$ cat config.mk
export PLATFORM = sky130hd
export DESIGN_NAME = uart_tx_arbiter
export DESIGN_NICKNAME = d
export VERILOG_FILES = /design/src/rtl/uart_tx_arbiter.sv
export SDC_FILE = /design/constraint.sdc
export NUM_CORES = 1
export LEC_CHECK = 0
export ABC_AREA = 1
export ABC_CLOCK_PERIOD_IN_PS = 2700
export BUFFER_PORTS_ARGS = -buffer_cell sky130_fd_sc_hd__clkbuf_2
export CORE_ASPECT_RATIO = 0.5
export CORE_UTILIZATION = 53
export DETAILED_ROUTE_END_ITERATION = 12
export GPL_ROUTABILITY_DRIVEN = 0
export GPL_TIMING_DRIVEN = 1
export HOLD_SLACK_MARGIN = 0.02
export PLACE_DENSITY_LB_ADDON = 0.2
export SLEW_MARGIN = 20
export SYNTH_ARGS = -nofsm -noshare
export SYNTH_HDL_FRONTEND = slang
export SYNTH_SLANG_ARGS = --single-unit
$ cat constraint.sdc
create_clock -name clk -period 2.7 [get_ports clk]
set_clock_uncertainty 0.15 [all_clocks]
set_input_delay 0.27 -clock clk [delete_from_list [all_inputs] [get_ports clk]]
set_output_delay 0.27 -clock clk [all_outputs]
set_load 0.01 [all_outputs]
$ cat src/rtl/uart_tx_arbiter.sv
`timescale 1ns / 1ps
`default_nettype none
// ============================================================================
//  Module      : uart_tx_arbiter
//  Description : Shares one UART transmitter between NUM_REQ byte streams.
//                Round-robin selection with frame locking (a requester keeps
//                the UART until it sends a byte marked last, or goes quiet
//                for LOCK_TIMEOUT idle cycles). One byte in flight at a time.
//  Revision    : 1.0 - initial release
// ============================================================================
module uart_tx_arbiter #(
    parameter int NUM_REQ      = 3,     // 2..4 requesters
    parameter int LOCK_TIMEOUT = 1024,  // idle cycles before a frame lock drops
    parameter int BUSY_WAIT    = 4      // >= 2; cycles allowed for tx_busy to rise
) (
    input  logic                 clk,
    input  logic                 rst,
    input  logic [NUM_REQ-1:0]   req_valid,
    input  logic [8*NUM_REQ-1:0] req_data,
    input  logic [NUM_REQ-1:0]   req_last,
    output logic [NUM_REQ-1:0]   req_ready,
    output logic [7:0]           tx_data,
    output logic                 tx_start,
    input  logic                 tx_busy,
    output logic [NUM_REQ-1:0]   grant,
    output logic                 locked
);

    localparam int c_ptr_w  = $clog2(NUM_REQ);
    localparam int c_idle_w = $clog2(LOCK_TIMEOUT + 1);
    localparam int c_wait_w = $clog2(BUSY_WAIT + 1);

    localparam logic [c_ptr_w-1:0]  c_last_ptr = c_ptr_w'(NUM_REQ - 1);
    localparam logic [c_ptr_w:0]    c_num_req  = (c_ptr_w + 1)'(NUM_REQ);
    localparam logic [c_idle_w-1:0] c_idle_max = c_idle_w'(LOCK_TIMEOUT - 1);
    // The wait window counts the tx_start cycle itself, so the timeout path
    // returns to IDLE BUSY_WAIT+1 cycles after ISSUE.
    localparam logic [c_wait_w-1:0] c_wait_max = c_wait_w'(BUSY_WAIT - 1);

    typedef enum logic [1:0] {
        ST_IDLE      = 2'd0,
        ST_ISSUE     = 2'd1,
        ST_WAIT_BUSY = 2'd2,
        ST_WAIT_DONE = 2'd3
    } state_t;

    state_t                r_state;
    state_t                w_state_next;
    logic [7:0]            r_tx_data;
    logic [NUM_REQ-1:0]    r_grant;
    logic [c_ptr_w-1:0]    r_rr_ptr;     // last winner; also the lock owner
    logic                  r_locked;
    logic [c_idle_w-1:0]   r_idle_cnt;
    logic [c_wait_w-1:0]   r_wait_cnt;

    logic                  w_sel_found;
    logic [c_ptr_w-1:0]    w_sel_idx;
    logic [c_ptr_w:0]      w_cand;
    logic [NUM_REQ-1:0]    w_sel_onehot;
    logic                  w_accept;
    logic                  w_owner_idle;

    // Pick a winner: only the owner while locked, else round-robin after rr_ptr.
    // The loop runs from lowest to highest priority so the last hit wins.
    always_comb begin
        w_sel_found = 1'b0;
        w_sel_idx   = r_rr_ptr;
        w_cand      = '0;
        if (r_locked) begin
            w_sel_found = req_valid[r_rr_ptr];
        end else begin
            for (int k = NUM_REQ; k >= 1; k--) begin
                w_cand = {1'b0, r_rr_ptr} + (c_ptr_w + 1)'(k);
                if (w_cand >= c_num_req) begin
                    w_cand = w_cand - c_num_req;
                end
                if (req_valid[w_cand[c_ptr_w-1:0]]) begin
                    w_sel_found = 1'b1;
                    w_sel_idx   = w_cand[c_ptr_w-1:0];
                end
            end
        end
    end

    // One-hot form of the selected requester.
    always_comb begin
        w_sel_onehot            = '0;
        w_sel_onehot[w_sel_idx] = 1'b1;
    end

    assign w_accept     = (r_state == ST_IDLE) && !tx_busy && !rst && w_sel_found;
    assign w_owner_idle = (r_state == ST_IDLE) && r_locked && !req_valid[r_rr_ptr];

    assign req_ready = w_accept ? w_sel_onehot : '0;
    assign tx_start  = (r_state == ST_ISSUE);
    assign tx_data   = r_tx_data;
    assign grant     = r_grant;
    assign locked    = r_locked;

    // State register.
    always_ff @(posedge clk) begin
        if (rst) begin
            r_state <= ST_IDLE;
        end else begin
            r_state <= w_state_next;
        end
    end

    // Next-state logic: accept -> pulse start -> wait for busy -> wait for done.
    always_comb begin
        w_state_next = r_state;
        case (r_state)
            ST_IDLE: begin
                if (w_accept) begin
                    w_state_next = ST_ISSUE;
                end
            end
            ST_ISSUE: begin
                w_state_next = ST_WAIT_BUSY;
            end
            ST_WAIT_BUSY: begin
                if (tx_busy || (r_wait_cnt >= c_wait_max)) begin
                    w_state_next = ST_WAIT_DONE;
                end
            end
            ST_WAIT_DONE: begin
                if (!tx_busy) begin
                    w_state_next = ST_IDLE;
                end
            end
            default: begin
                w_state_next = ST_IDLE;
            end
        endcase
    end

    // Byte capture, ownership, frame lock, lock timeout and busy-wait counter.
    always_ff @(posedge clk) begin
        if (rst) begin
            r_tx_data  <= 8'h00;
            r_grant    <= '0;
            r_rr_ptr   <= c_last_ptr;
            r_locked   <= 1'b0;
            r_idle_cnt <= '0;
            r_wait_cnt <= '0;
        end else begin
            if (w_accept) begin
                r_tx_data  <= req_data[{w_sel_idx, 3'b000} +: 8];
                r_grant    <= w_sel_onehot;
                r_rr_ptr   <= w_sel_idx;
                r_locked   <= !req_last[w_sel_idx];
                r_idle_cnt <= '0;
                r_wait_cnt <= '0;
            end else if (w_owner_idle) begin
                // Owner has gone quiet mid-frame; release after the timeout,
                // leaving rr_ptr on the old owner.
                if (r_idle_cnt == c_idle_max) begin
                    r_locked   <= 1'b0;
                    r_grant    <= '0;
                    r_idle_cnt <= '0;
                end else begin
                    r_idle_cnt <= r_idle_cnt + 1'b1;
                end
            end else if (r_state == ST_IDLE) begin
                r_idle_cnt <= '0;
            end

            if ((r_state == ST_ISSUE) || (r_state == ST_WAIT_BUSY)) begin
                r_wait_cnt <= r_wait_cnt + 1'b1;
            end

            // A finished frame gives up ownership when the byte completes.
            if ((r_state == ST_WAIT_DONE) && !tx_busy && !r_locked) begin
                r_grant <= '0;
            end
        end
    end

endmodule
`default_nettype wire

==> metrics.csv, run 1 <==
stage,metric,value,unit
timing,Final setup viols,0,
cts,Worst-path clk slew,70,ps
global_route,GRT Util Overall,0.252,
synthesis,Synth Warn #,0,
critical_path,"Arr. time, crit path",2120,ps
cells_and_area,share of layout cells above drive strength 1,0.280,
synthesis,Synth Cell Area,1990,µm²
cells_and_area,n_diodes,0,
floorplan,die span in y,45.4,µm
power_and_ir_drop,Final Power,2.87,mW
worst_hold_path,hold path start,rst,
critical_path,crit-path max FO,17,
global_route,M2 GR Usage,0.451,
synthesis,Gate Count Post-Synth,294,
synthesis,ys flop type,dfxtp_1,
critical_path,R2R Path Start,r_rr_ptr[0]$_SDFFE_PP0P_,
timing,Hold Fails Final Rpt,0,
detailed_routing,First-pass DRT Iterations,5,
synthesis,Mapped Avg Cell Area,6.78,µm²
cells_and_area,filler cell count,299,
timing,RSZ-0062 raised after global routing,no,
detailed_routing,DRC errors left,0,
power_and_ir_drop,LEAKAGE,1.17,nW
flow_run,max cap viols,0,
global_route,most used routing layer,met2,
synthesis,Yosys reg bits,30,
critical_path,Critical Path Source Type,flop,
floorplan,Rows,15,
global_route,largest net degree at the start of global routing,19,
synthesis,sequential fraction of the synthesis area,0.302,
floorplan,Initial Util,0.568,
cts,CTS tree,yes,
timing,Slew @ Worst Pin,710,ps
cts,Clock Latency Late Sink,280,ps
critical_path,worst endpoint required time,2280,ps
critical_path,crit path cell chain,"inv_2, ha_4, clkinv_4, nand2_2, nand3_2, a21oi_1, nand2_1, nand2_2, nand2_8, nor2_4, nand2_1, inv_1, clkbuf_2",
detailed_routing,DR vias/cell,5.12,
detailed_routing,routed wire length per instance,11.3,µm
cells_and_area,final net count,392,
placed_design,Port Buffers,48,
cts,clock sinks,30,
cts,clock buffer depth,2,
timing,fmax,394,MHz
timing,final period utilization,0.940,
timing,PnR worst setup slack,161,ps
synthesis,number of flops mapped to enable cells by yosys,0,
synthesis,syn nets,337,
global_route,GR Util met1,0.310,
timing,min cycle time layout,2540,ps
global_route,first-pass GRT wire length,7700,µm
global_route,initial antenna violation count,0,
floorplan,die width,88.7,µm
critical_path,endpoint class of the critical path,primary output,
floorplan,die area,4020,µm²
cells_and_area,area delta synth->final,22.2,%
critical_path,kind of critical path,reg2out,
critical_path,CP peak stage delay,380,ps
global_route,vias in the first global route,1842,
critical_path,worst path buffer plus inverter count,4,
placed_design,Setup WS pre-CTS,165,ps
critical_path,crit path from,r_rr_ptr[0]$_SDFFE_PP0P_,
detailed_routing,DR iter-0 viols,77,
global_route,met3 Resource Use GR,0.0713,
timing,Pins Over Slew Limit,0,
floorplan,core region area,3510,µm²
power_and_ir_drop,PD cells,1180,nW/µm²
floorplan,IO Pins,49,
global_route,GRT overflow,0,
detailed_routing,via count,2053,
detailed_routing,DRT antenna net count,0,
cts,root buf cell,clkbuf_8,
cts,cts hold-fix bufs,0,
synthesis,Synth cell types,35,
detailed_routing,final wirelength,4530,µm
timing,TNS Setup,0,ps
critical_path,CP top delay family,simple AND/OR/NAND/NOR gates,
synthesis,Async SR Flop Fraction,0,
status,run status,"finished, final reports clean",
cts,CTS Buf Count,5,
placed_design,Post-DP HPWL,3280,µm
power_and_ir_drop,Max VDD drop,0.000627,V
critical_path,crit path max-delay cell type,dfxtp_4,
worst_hold_path,hold crit path type,in2reg,
timing,Slew headroom,0.522,
cts,H-Tree Level Count,2,
## through the flow
stage	cells	hold WS (ps)	area, µm²	util
4_1_cts	397	116	2380	0.679
6_report	401	117	2430	0.693
2_1_floorplan	294	302	1990	-
5_1_grt	401	132	2430	0.693
3_3_place_gp	387	311	2240	0.640
3_5_place_dp	387	311	2240	0.640
## report_power, final
group / internal, mW / switching [mW]
Sequential: 0.559 / 0.0985
Clock: 0.271 / 0.172
Combinational: 0.655 / 1.12
Total: 1.49 / 1.39
## layout by cell type, fill, tap and decap left out, drive strengths merged, types with 3 or more instances in the layout
master	Yosys	routed
nor3	5	5
a21oi	32	32
clkinv	1	3
a211oi	3	3
nor2	39	39
dfxtp	30	30
inv	39	39
nand4	5	5
o21ai	7	7
clkbuf	1	53
buf	7	8
nand2	85	85
nand3	20	20
ha	10	10
## synthesized netlist by cell type (3+ instances only)
master / n / area [µm²]
o21ai_0: 6 / 30.0
inv_2: 4 / 15.0
buf_6: 4 / 45.0
nand2_4: 3 / 33.8
nor2_1: 37 / 139
a21oi_1: 27 / 135
nand2_1: 75 / 282
a21oi_2: 5 / 43.8
dfxtp_1: 30 / 601
nor3_1: 3 / 15.0
inv_1: 35 / 131
nand4_1: 3 / 18.8
nand3_1: 18 / 90.1
nand2_2: 7 / 43.8
ha_1: 10 / 125
## metal layers
metal  vias up  wire length (µm)
met5         -                 0
met3         3               272
met1       924              2170
met2        66              2070
li1       1060                 -
met4         0                16
## cell families (layout without fill, tap and decap cells)
logic type	after synthesis	count (layout)	synth area share
AO/OA/AOI/OAI	49	49	0.148
XOR/XNOR	2	2	0.00880
adder cells (fa/ha/maj)	10	10	0.0628
buffers and inverters	48	104	0.111
flip-flops	30	30	0.302
AND/OR/NAND/NOR	155	155	0.367
## area by class of cell
cell class                 count  area [µm²]  share of cell area
timing repair buffer          56         300               0.123
inverter                      40         155              0.0638
clock buffer                   5        68.8              0.0283
sequential                    30         606               0.249
tap                           51        63.8              0.0262
multi-input combinational    216        1200               0.493
clock inverter                 3        40.0              0.0165
## sequential cells by signal, indices dropped and copies added (netlist names)
signal	count
r_idle_cnt	11
grant	3
tx_data	8
r_wait_cnt	3
locked	1
r_rr_ptr	2
r_state	2
## path summary, 6_finish.rpt
check | endpoint | slack (ps) | cells after the start
worst min register to register | grant[1]$_SDFFE_PP0P_ | 320 | 2
worst max register to register | grant[0]$_SDFFE_PP0P_ | 430 | 13
worst min-delay path | tx_data[3]$_SDFFE_PP0P_ | 120 | 2
worst max-delay path | req_ready[0] | 160 | 13
## what timing repair did
action / in CTS / in global routing
cloned: 0 / 0
setup endpoints to repair: 3 / 3
setup buffers: 2 / 4
resized for setup: 3 / 5
pin swaps: 1 / 2
(Power assumes the default switching activity.)
==> run 2, diff against run 1 <==
--- a/config.mk
+++ b/config.mk
@@ -5,11 +5,12 @@
 export SDC_FILE = /design/constraint.sdc
 export NUM_CORES = 1
 export LEC_CHECK = 0
-export ABC_AREA = 1
 export ABC_CLOCK_PERIOD_IN_PS = 2700
 export BUFFER_PORTS_ARGS = -buffer_cell sky130_fd_sc_hd__clkbuf_2
+export CAP_MARGIN = 40
 export CORE_ASPECT_RATIO = 0.5
 export CORE_UTILIZATION = 53
+export CTS_CLUSTER_SIZE = 30
 export DETAILED_ROUTE_END_ITERATION = 12
 export GPL_ROUTABILITY_DRIVEN = 0
 export GPL_TIMING_DRIVEN = 1
==> metrics.csv, run 2 <==
stage,metric,value,unit,change
critical_path,crit path max-delay cell type,or4_4,,
synthesis,Synth Cell Area,1870,µm²,-5.9%
cells_and_area,final net count,342,,-13%
timing,Pins Over Slew Limit,0,,unchanged
synthesis,Synth Warn #,0,,unchanged
timing,Final setup viols,6,,+6
synthesis,ys flop type,dfxtp_1,,
floorplan,die width,86.1,µm,-2.9%
synthesis,largest family of logic cells by synthesized area,compound AO/OA/AOI/OAI gates,,
floorplan,core region area,3190,µm²,-9.2%
cells_and_area,multi-input gate area in the final layout,1260,µm²,+4.9%
cells_and_area,area delta synth->final,38.9,%,
synthesis,Mapped Avg Cell Area,8.29,µm²,+22%
cts,cts hold-fix bufs,0,,unchanged
detailed_routing,DRC errors left,0,,unchanged
global_route,GRT overflow,0,,unchanged
cells_and_area,Final Cell Area,2600,µm²,+7.0%
synthesis,Synth Area in Adders,0.0668,,+0.00394
cts,root buf cell,clkbuf_8,,
cells_and_area,"commonest non-fill, non-tap cell in the layout",clkbuf_2,,
synthesis,Synth top area share,0.320,,+0.0189
global_route,initial antenna violation count,0,,unchanged
detailed_routing,via count,2081,,+1.4%
floorplan,Initial Util,0.588,,+0.0204
global_route,vias in the first global route,1952,,+6.0%
synthesis,Compound-Gate Fraction of Synth Area,0.239,,+0.0907
global_route,first-pass GRT wire length,8780,µm,+14%
synthesis,post-synthesis mux area share,0.0648,,+0.0648
placed_design,Port Buffers,48,,unchanged
synthesis,number of flops mapped to enable cells by yosys,0,,unchanged
cts,Clock Latency Late Sink,290,ps,about the same
power_and_ir_drop,PD cells,987,nW/µm²,-16%
power_and_ir_drop,Max VDD drop,0.000616,V,-1.7%
timing,Hold Fails Final Rpt,0,,unchanged
timing,Slew headroom,0.740,,+0.217
synthesis,most numerous cell in the Yosys netlist,dfxtp_1,,
timing,min cycle time layout,2880,ps,+346 ps
floorplan,die span in y,44.1,µm,-2.9%
placed_design,Area after DPL,2240,µm²,-0.11%
timing,TNS Setup,-820,ps,-820 ps
synthesis,synth top area cells,"dfxtp_1 (32%), ha_1 (6.7%), mux2i_1 (5.9%), a21oi_1 (4.0%), nand2b_1 (3.7%)",,
timing,Slew @ Worst Pin,390,ps,-319 ps
critical_path,kind of critical path,reg2out,,
cells_and_area,max reg flops,11,,unchanged
power_and_ir_drop,Final Power,2.57,mW,-11%
synthesis,Synth Area in Simple Gates,0.228,,-0.139
floorplan,IO Pins,49,,unchanged
status,run status,"complete, but fails checks",,
power_and_ir_drop,LEAKAGE,1.17,nW,about the same
global_route,largest net degree at the start of global routing,16,,-3
synthesis,XOR/XNOR Fraction of Synth Area,0.0140,,+0.00522
detailed_routing,routed wire length per instance,16.8,µm,+49%
synthesis,Yosys reg bits,30,,unchanged
cells_and_area,most frequent cells in the layout,"clkbuf_2 (45), dfxtp_1 (28), buf_4 (21)",,
critical_path,Critical Path Source Type,flop,,
cells_and_area,n_diodes,0,,unchanged
detailed_routing,DRT antenna net count,0,,unchanged
detailed_routing,DR vias/cell,5.98,,+17%
critical_path,endpoint class of the critical path,primary output,,
timing,RSZ-0062 raised after global routing,yes,,
cts,clock buffer depth,2,,unchanged
synthesis,sequential fraction of the synthesis area,0.320,,+0.0189
critical_path,"Arr. time, crit path",2460,ps,+340 ps
timing,PnR worst setup slack,-184,ps,-346 ps
critical_path,crit path cell chain,"inv_4, ha_4, mux2i_1, o21ai_1, nor4_2, or4_4, or3_4, inv_2, buf_6",,
cells_and_area,filler cell count,177,,-41%
synthesis,syn nets,269,,-20%
critical_path,worst path buffer plus inverter count,3,,-1
synthesis,Gate Count Post-Synth,226,,-23%
critical_path,CP peak stage delay,550,ps,+170 ps
placed_design,Post-DP HPWL,3500,µm,+6.6%
critical_path,CP top delay family,simple AND/OR/NAND/NOR gates,,
cts,CTS tree,yes,,
floorplan,Rows,14,,-1
cells_and_area,share of layout cells above drive strength 1,0.383,,+0.103
floorplan,die area,3790,µm²,-5.7%
cts,Worst-path clk slew,70,ps,about the same
synthesis,synth cell count leaders,"dfxtp_1 (30), inv_1 (17), nor2_1 (17)",,
cts,H-Tree Level Count,2,,unchanged
global_route,GRT Util Overall,0.300,,+0.0475
flow_run,max cap viols,0,,unchanged
detailed_routing,First-pass DRT Iterations,5,,unchanged
cells_and_area,"Most flops, register",r_idle_cnt,,
cells_and_area,sequential cell area,608,µm²,+0.41%
timing,fmax,347,MHz,-12%
worst_hold_path,hold crit path type,in2reg,,
status,failing checks,negative setup slack,,
cts,CTS Buf Count,5,,unchanged
synthesis,Async SR Flop Fraction,0,,unchanged
timing,final period utilization,1.07,,+0.128
detailed_routing,final wirelength,5850,µm,+29%
detailed_routing,DR iter-0 viols,127,,+65%
synthesis,Synth cell types,57,,+63%
timing,worst hold slack,63.4,ps,-53.9 ps
cts,clock sinks,30,,unchanged
critical_path,worst endpoint required time,2280,ps,about the same
synthesis,Synth area leader,dfxtp_1,,
critical_path,crit-path max FO,7,,-10
[run 2: per-layer routing]
| metal | part of all wire | wire length (µm) | GRT usage |
|---|---|---|---|
| met4 | 0.027 | 159 | 0.0967 |
| met5 | 0 | 0 | 0 |
| met3 | 0.089 | 519 | 0.0709 |
| met2 | 0.46 | 2710 | 0.524 |
| met1 | 0.42 | 2460 | 0.376 |
[run 2: cell type report]
| cell class | instances | area share |
|---|---|---|
| timing repair buffer | 77 | 0.194 |
| clock inverter | 2 | 0.00481 |
| sequential | 30 | 0.234 |
| clock buffer | 6 | 0.0317 |
| inverter | 18 | 0.0298 |
| tap | 48 | 0.0231 |
| multi-input combinational | 167 | 0.483 |
[run 2: metrics by stage]
| step | setup WS [ps] | utilization | instances |
|---|---|---|---|
| after global placement | 63.3 | 0.703 | 324 |
| after global routing | -295 | 0.817 | 348 |
| after detailed placement | -51.3 | 0.703 | 324 |
| after floorplan | 2.49 | - | 226 |
| after CTS | -134 | 0.774 | 340 |
| final | -184 | 0.817 | 348 |
[run 2: kinds of logic after synthesis]
kind of cell / count (synthesis)
AND/OR/NAND/NOR: 81
AO/OA/AOI/OAI: 61
flip-flops: 30
buffers and inverters: 29
multiplexers: 12
adder cells (fa/ha/maj): 10
XOR/XNOR: 3
[run 2: worst register-to-register path, cell delays in order (launching register included)]
cell and delay, ps:
dfxtp_4 390, inv_4 50, ha_4 310, mux2i_1 80, o21ai_1 170, nor4_2 50, or4_4 550, buf_6 150
buf_6 110, buf_8 120, a222oi_1 300, buf_4 190, mux2i_1 180
[run 2: final timing paths]
check | cells after the start | slack, ps | to | startpoint
worst max-delay path | 9 | -180 | req_ready[0] | r_rr_ptr[0]$_SDFFE_PP0P_
worst min-delay path | 2 | 60 | tx_data[6]$_SDFFE_PP0P_ | req_data[22]
worst max register to register | 12 | -180 | r_state[1]$_SDFFE_PP0P_ | r_rr_ptr[0]$_SDFFE_PP0P_
worst min register to register | 2 | 300 | r_idle_cnt[10]$_SDFFE_PP0P_ | r_idle_cnt[10]$_SDFFE_PP0P_
[run 2: repair_timing]
action / CTS / global route
setup buffers: 8 / 8
cloned: 0 / 1
endpoints found under the setup margin: 10 / 11
gates resized for setup: 17 / 22
pin swaps: 5 / 8
hold endpoints to repair: 0 / 0
[run 2: power breakdown]
group	leakage, nW	switching, mW	internal [mW]
clock network	0.0472	0.186	0.205
logic	0.878	0.785	0.742
registers	0.245	0.100	0.551
